[config.mk]
export PLATFORM = sky130hd
export DESIGN_NAME = instr_issue
export DESIGN_NICKNAME = d
export VERILOG_FILES = /design/src/rtl/instr_issue.sv
export SDC_FILE = /design/constraint.sdc
export NUM_CORES = 1
export LEC_CHECK = 0
export BUFFER_PORTS_ARGS = -buffer_cell sky130_fd_sc_hd__buf_2
export CAP_MARGIN = 20
export CORE_ASPECT_RATIO = 0.5
export CORE_MARGIN = 4
export CORE_UTILIZATION = 45
export CTS_CLUSTER_SIZE = 28
export DETAILED_ROUTE_END_ITERATION = 10
export PLACE_DENSITY = 0.74
export SYNTH_ARGS = -nofsm -noshare
export SYNTH_HDL_FRONTEND = slang
export SYNTH_SLANG_ARGS = --single-unit
[constraint.sdc]
create_clock -name CLK -period 1.88 [get_ports CLK]
set_clock_uncertainty 0.1 [all_clocks]
set_input_delay 0.188 -clock CLK [delete_from_list [all_inputs] [get_ports CLK]]
set_output_delay 0.188 -clock CLK [all_outputs]
set_load 0.1 [all_outputs]
[src/rtl/instr_issue.sv]
// Instruction fetch/issue front end: fetches one word per PC, decodes fields, hands them to control.
// Optional macro ILLEGAL_HALT_EN: an illegal opcode halts the core instead of being skipped as a NOP.
module instr_issue #(
  parameter logic [31:0] RESET_PC = 32'd0,
  parameter logic [31:0] PC_STEP  = 32'd4
) (
  input  logic        CLK,
  input  logic        RESET,
  output logic [31:0] PC,
  output logic        IMEM_READ,
  input  logic        IMEM_BUSYWAIT,
  input  logic [31:0] IMEM_DATA,
  input  logic        STALL,
  output logic        INSTR_VALID,
  output logic [7:0]  OPCODE,
  output logic [2:0]  DEST,
  output logic [2:0]  SRC1,
  output logic [2:0]  SRC2,
  output logic [7:0]  IMMEDIATE,
  output logic        ILLEGAL,
  output logic [15:0] ISSUE_COUNT
);

  typedef enum logic [1:0] {
    IDLE  = 2'd0,
    FETCH = 2'd1,
    ISSUE = 2'd2,
    HALT  = 2'd3
  } state_t;

  state_t      r_state;
  state_t      w_next;
  logic [31:0] r_pc;
  logic [31:0] r_ir;
  logic        r_illegal;
  logic [15:0] r_count;
  logic        w_capture;
  logic        w_bad_op;
  logic        w_issue;

  assign w_capture = (r_state == FETCH) && !IMEM_BUSYWAIT;
  assign w_bad_op  = IMEM_DATA[31:24] > 8'd5;
  assign w_issue   = (r_state == ISSUE) && !STALL;

  always_comb begin
    w_next      = r_state;
    IMEM_READ   = 1'b0;
    INSTR_VALID = 1'b0;
    case (r_state)
      IDLE: w_next = FETCH;
      FETCH: begin
        IMEM_READ = 1'b1;
        if (w_capture) begin
          if (w_bad_op) begin
`ifdef ILLEGAL_HALT_EN
            w_next = HALT;
`else
            w_next = FETCH;
`endif
          end else begin
            w_next = ISSUE;
          end
        end
      end
      ISSUE: begin
        INSTR_VALID = 1'b1;
        if (!STALL) w_next = FETCH;
      end
      HALT: w_next = HALT;
      default: w_next = IDLE;
    endcase
  end

  always_ff @(posedge CLK) begin
    if (!RESET) begin
      r_state   <= IDLE;
      r_pc      <= RESET_PC;
      r_ir      <= 32'd0;
      r_illegal <= 1'b0;
      r_count   <= 16'd0;
    end else begin
      r_state <= w_next;
      if (w_capture) r_ir <= IMEM_DATA;
      if (w_capture && w_bad_op) r_illegal <= 1'b1;
      if (w_issue) begin
        r_pc    <= r_pc + PC_STEP;
        r_count <= r_count + 16'd1;
      end
`ifndef ILLEGAL_HALT_EN
      // Illegal word is skipped like a NOP: advance without ever issuing it.
      if (w_capture && w_bad_op) r_pc <= r_pc + PC_STEP;
`endif
    end
  end

  assign PC          = r_pc;
  assign OPCODE      = r_ir[31:24];
  assign DEST        = r_ir[18:16];
  assign SRC1        = r_ir[10:8];
  assign SRC2        = r_ir[2:0];
  assign IMMEDIATE   = r_ir[7:0];
  assign ILLEGAL     = r_illegal;
  assign ISSUE_COUNT = r_count;

endmodule

### Word level (Yosys, flattened, before mapping)

Cells that the tools add are included.

| word-level totals | value |
|---|---|
| input port bits | 36 |
| output and inout bits | 76 |
| word-level logic and storage cells | 29 |
| flip-flop bits (word level) | 83 |

| cells by class | value |
|---|---|
| magnitude comparators | 1 |
| equality and inequality tests | 5 |
| reductions and logical operators | 8 |
| $add $sub $neg | 2 |
| muxes and demuxes | 8 |

Operators with widths:

| operator | count |
|---|---|
| 2-to-1 mux 32 bit | 2 |
| adder 32 x 3 -> 32 bit (second input constant) | 1 |
| adder 16 x 1 -> 16 bit (second input constant) | 1 |
| greater-than comparator 8 x 3 -> 1 bit (second input constant) | 1 |
| one-hot mux 2 bit (4 select lines) | 1 |
| 2-to-1 mux 2 bit | 3 |
| == test 2 bit (second input constant) | 2 |
| != test 2 bit (second input constant) | 2 |
| logical AND 1 bit | 3 |
| == test 2 x 1 -> 1 bit (second input constant) | 1 |
| zero test 1 bit | 2 |
| zero test 2 bit | 1 |
| 2-to-1 mux 1 bit | 2 |
| AND reduction 2 bit | 1 |
| nonzero test 2 bit | 1 |

### Logic depth before layout (Yosys ltp)

| logic depth | value |
|---|---|
| word-level depth | 4 |
| depth in mapped cells | 7 |
| gate-level depth less buffers | 6 |

### Worst setup path after synthesis

No wires, ideal clock.

| path | value |
|---|---|
| path type | register to register |
| from | register r_pc[6] (netlist: PC[6]) |
| to | register r_pc[25] (netlist: PC[25]) |
| path buffers | 0 |
| library setup time | 70 ps |
| required time | 1710 ps |
| slack | -1027 ps |
| stages on the path, launching flop included | 6 |
| data arrival time | 2737 ps |
| cell sequence | dfxtp_1 nand4_1 nor4_2 o2111ai_4 or4_1 a21oi_1 |

| between the ends | value |
|---|---|
| longest elaborated chain between the ends | 3 |

Ends and longest elaborated chain:

| element | line | text |
|---|---|---|
| start: declaration | 33 | `logic [31:0] r_pc;` |
| start signal: assignment | 86 | `r_pc <= r_pc + PC_STEP;` |
| start signal: assignment | 91 | `if (w_capture && w_bad_op) r_pc <= r_pc + PC_STEP;` |
| adder 32 x 3 -> 32 bit (*) | 86, 91 |  |
| 2-to-1 mux 32 bit | 85 | `if (w_issue) begin` |
| 2-to-1 mux 32 bit (*) | 91 |  |

Every way passes the cells marked *; elsewhere a longest branch is shown, timed or not. The select of a mux whose other input is x is not followed.
A chain may end at the register's enable or synchronous reset.

### Final worst setup path

| path | value |
|---|---|
| from | register r_state[0] |
| to | register r_pc[25] (netlist: PC[25]) |

| between the ends | value |
|---|---|
| longest elaborated chain between the ends | 4 |
| elaborated cells between the ends (all ways) | 7 |

Ends and longest elaborated chain:

| element | line | text |
|---|---|---|
| start: declaration | 31 | `state_t r_state;` |
| start signal: assignment | 82 | `r_state <= w_next;` |
| == test 2 x 1 -> 1 bit | 41 | `assign w_capture = (r_state == FETCH) && !IMEM_BUSYWAIT;` |
| logical AND 1 bit | 41 |  |
| logical AND 1 bit | 91 |  |
| 2-to-1 mux 32 bit / nonzero test 2 bit (equally long branches) | -- |  |

Parallel ways exist; a longest one is shown, timed or not.

==> run_results.csv <==
group,metric,value,unit
global_route,grt_pass1_wl,13200,um
drt,drtIter0Drc,206,
cells_and_area,finish.utilization,68.8,%
setup_path,worst_setup_path_end_kind,"flip-flop",
timing,layout_setup_ws,-68.9,ps
power_and_ir_drop,p_sw,934,uW
setup_path,worstPathMaxFanout,4,
clock_network,clk_pin_slew,50,ps
setup_path,startpoint,"r_state[0]$_SDFFE_PN0P_",
synth,syn_inst,369,
setup_path,startpoint_type,"flip-flop",
power_and_ir_drop,seq_power_share,43.3,%
synth,ys_seq_elements,71,
setup_path,r2r-start,"r_state[0]$_SDFFE_PN0P_",
setup_path,crit_buf_inv,0,
cells_and_area,final_cell_area,0.00461,mm2
floorplan,boundaryPins,112,
placement,dp_slack,-118,ps
outcome,run_status,"finished, violations left",
setup_path,max_stage_delay,510,ps
placement,place.gp.congestion,0.749,
synth,netlist_area,0.00311,mm2
synth,syn_area_per_cell,8.43,um2
clock_network,clk_latency,320,ps
setup_path,required,2030,ps
clock_network,cts_max_level,3,
floorplan,die_w,126,um
cells_and_area,fillCellCount,551,
timing,hold_violations,0,
placement,port_buffers,99,
drt,postRouteAntennaNets,0,
timing,report.final.setup_viol,7,
drt,routedWlPerCell,13.7,um
global_route,grt_overflow,0,
synth,ys_types,44,
setup_path,cp_slowest_cell,"or4_4",
worst_hold_path,hold_class,"in2reg",
cells_and_area,final_nets,550,
placement,dpl_cell_area,0.00405,mm2
timing,fmax,513,MHz
setup_path,arrival,2100,ps
global_route,grt_pass1_vias,2804,
timing,grt_setup_unrepaired,"true",
worst_hold_path,min_from,"IMEM_DATA[2]",
drt,vias_per_cell,5.10,
synth,synth_edf_count,0,
clock_network,cts_buffer_depth,2,
clock_network,numCtsBuffers,9,
power_and_ir_drop,clkPwrFrac,44.1,%
drt,dr.pass1.iters,4,
timing,fin_setup_tns,-176,ps
synth,yosysSeqAreaShare,45.7,%
global_route,grt_max_degree,57,
cells_and_area,final_common_cell,"buf_2",
power_and_ir_drop,p_int,2.56,mW
floorplan,dieArea,0.00838,mm2
setup_path,crit_type,"reg2reg",
power_and_ir_drop,p_leak,1.93,nW
drt,num_vias,3106,
synth,ys.flop_type,"dfxtp_1",
power_and_ir_drop,power.density,757,mW/mm2
power_and_ir_drop,combPwrFrac,12.7,%
synth,ys_async_sr_fraction,0,%
setup_path,worstPathCellList,"or3b_4 -> a21oi_4 -> o2111ai_4 -> or4_4 -> a21oi_2",
global_route,grt_usage,19.4,%
setup_path,crit_family,"simple AND/OR/NAND/NOR gates",
floorplan,num_rows,21,
power_and_ir_drop,swShare,26.8,%
floorplan,die_y,66.8,um
placement,place_inst,572,
placement,hpwl,5640,um
flow_run,drv_cap,0,
timing,whs,12.1,ps
outcome,violations,"negative setup slack",
clock_network,clock-root-buffer,"clkbuf_16",
power_and_ir_drop,power,3.49,mW
floorplan,start_util,46.4,%
timing,fin_crit_sh,104,%
drt,wirelength,8340,um
synth,synth_warnings,0,
cells_and_area,drive_gt1_share,43.7,%
clock_network,cts_tree,"yes",
cells_and_area,num_antenna_cells,0,
drt,drc,0,
floorplan,core,0.00670,mm2
power_and_ir_drop,ir_worst_vdd,0.494,mV
timing,fin_crit,1950,ps
cells_and_area,finalNonFillerCells,609,
timing,drv_slew,0,
clock_network,cts_sinks,71,
setup_path,rrSetupSlack,-70,ps
cells_and_area,areaGrowthSynthToFinish,48.3,%
global_route,grt_antenna_before_repair,0,
cells_and_area,final_cell_mix,"buf_2, nand2_1, nor2_1, a21oi_1, buf_4",
## metal layers
layer  vias to the layer above  part of all wire [%]  track usage [%]
li1                       1574                     -                -
met1                      1462                    44             23.3
met2                        65                    50             33.6
met3                         5                   5.3             6.49
met4                         0                  0.77             5.54
met5                         -                     0                0
## cell usage after synthesis, drive strengths merged (2+ instances only)
cell type   n  share of area (%)
nand4       9                1.8
nand3      12                1.9
nor2b       2               0.40
clkbuf     14                1.7
a21oi      37                6.3
o31ai       2               0.48
nor3b       2               0.85
ha          2               0.80
o211ai      5                1.2
o311ai      3               0.85
nand2      58                7.0
o41ai       3               0.85
nor3        6               0.97
nor2       40                4.8
xor2       18                5.1
nand2b      4               0.80
a211oi      2               0.89
or3         8                1.6
nor4        6                1.6
and3        7                1.4
buf         8                1.8
or4         2               0.48
o21a        2               0.48
xnor2       9                2.5
o2111ai     6                2.3
inv         8               0.97
o21bai      2               0.48
dfxtp      71                 46
o21ai      15                2.4
## layout make-up
cell class	count	area, um2	area share (%)
Clock inverter	1	5.00	0.109
Multi-Input combinational cell	269	1680	36.4
Clock buffer	15	268	5.81
Inverter	8	30.0	0.651
Timing Repair Buffer	153	967	21.0
Sequential cell	71	1550	33.6
Tap cell	92	115	2.50
## repair_timing
item | 4_1_cts | 5_1_grt
hold endpoints to repair | 13 | 0
hold buffers | 13 | 0
pin swaps | 4 | 16
setup buffers | 1 | 6
setup endpoints to repair | 12 | 20
resized for setup | 5 | 19
gates cloned | 0 | 2
## worst register-to-register path: stages (launching register included)
cell       delay (ps)
dfxtp_4           340
or3b_4            420
a21oi_4           210
o2111ai_4         160
or4_4             520
a21oi_2           130
## sequential cells by signal, indices dropped and copies added, names as in the netlist
signal / flops
ILLEGAL: 1
ISSUE_COUNT: 16
r_ir: 22
PC: 30
r_state: 2
## worst paths after layout
kind,endpoint,cells past startpoint
hold / removal,r_ir[2]$_SDFFE_PN0P_,3
setup reg to reg,PC[25]$_SDFFE_PN0P_,5
hold reg to reg,r_ir[16]$_SDFFE_PN0P_,2
setup / recovery,PC[25]$_SDFFE_PN0P_,5
## logic make-up (layout without fill, tap and decap cells)
group                    Yosys count  in the layout  share of synthesized area, %
flip-flops                        71             71                          45.7
AND/OR/NAND/NOR                  160            160                          24.7
adder cells (fa/ha/maj)            2              2                         0.805
AO/OA/AOI/OAI                     77             77                          16.2
XOR/XNOR                          27             27                          7.61
multiplexers                       1              1                         0.322
other                              1              2                         0.121
buffers and inverters             30            177                          4.47
## power by group through the flow
| stage | registers, mW | clock network (mW) | logic, mW |
|---|---|---|---|
| floorplan | 1.73 | 0 | 0.139 |
| global placement | 1.54 | 0 | 0.411 |
| detailed placement | 1.54 | 0 | 0.414 |
| CTS | 1.51 | 1.58 | 0.437 |
| global route | 1.51 | 1.65 | 0.464 |
| finish | 1.51 | 1.54 | 0.442 |
Note: power is estimated with default switching activity, not from simulation.
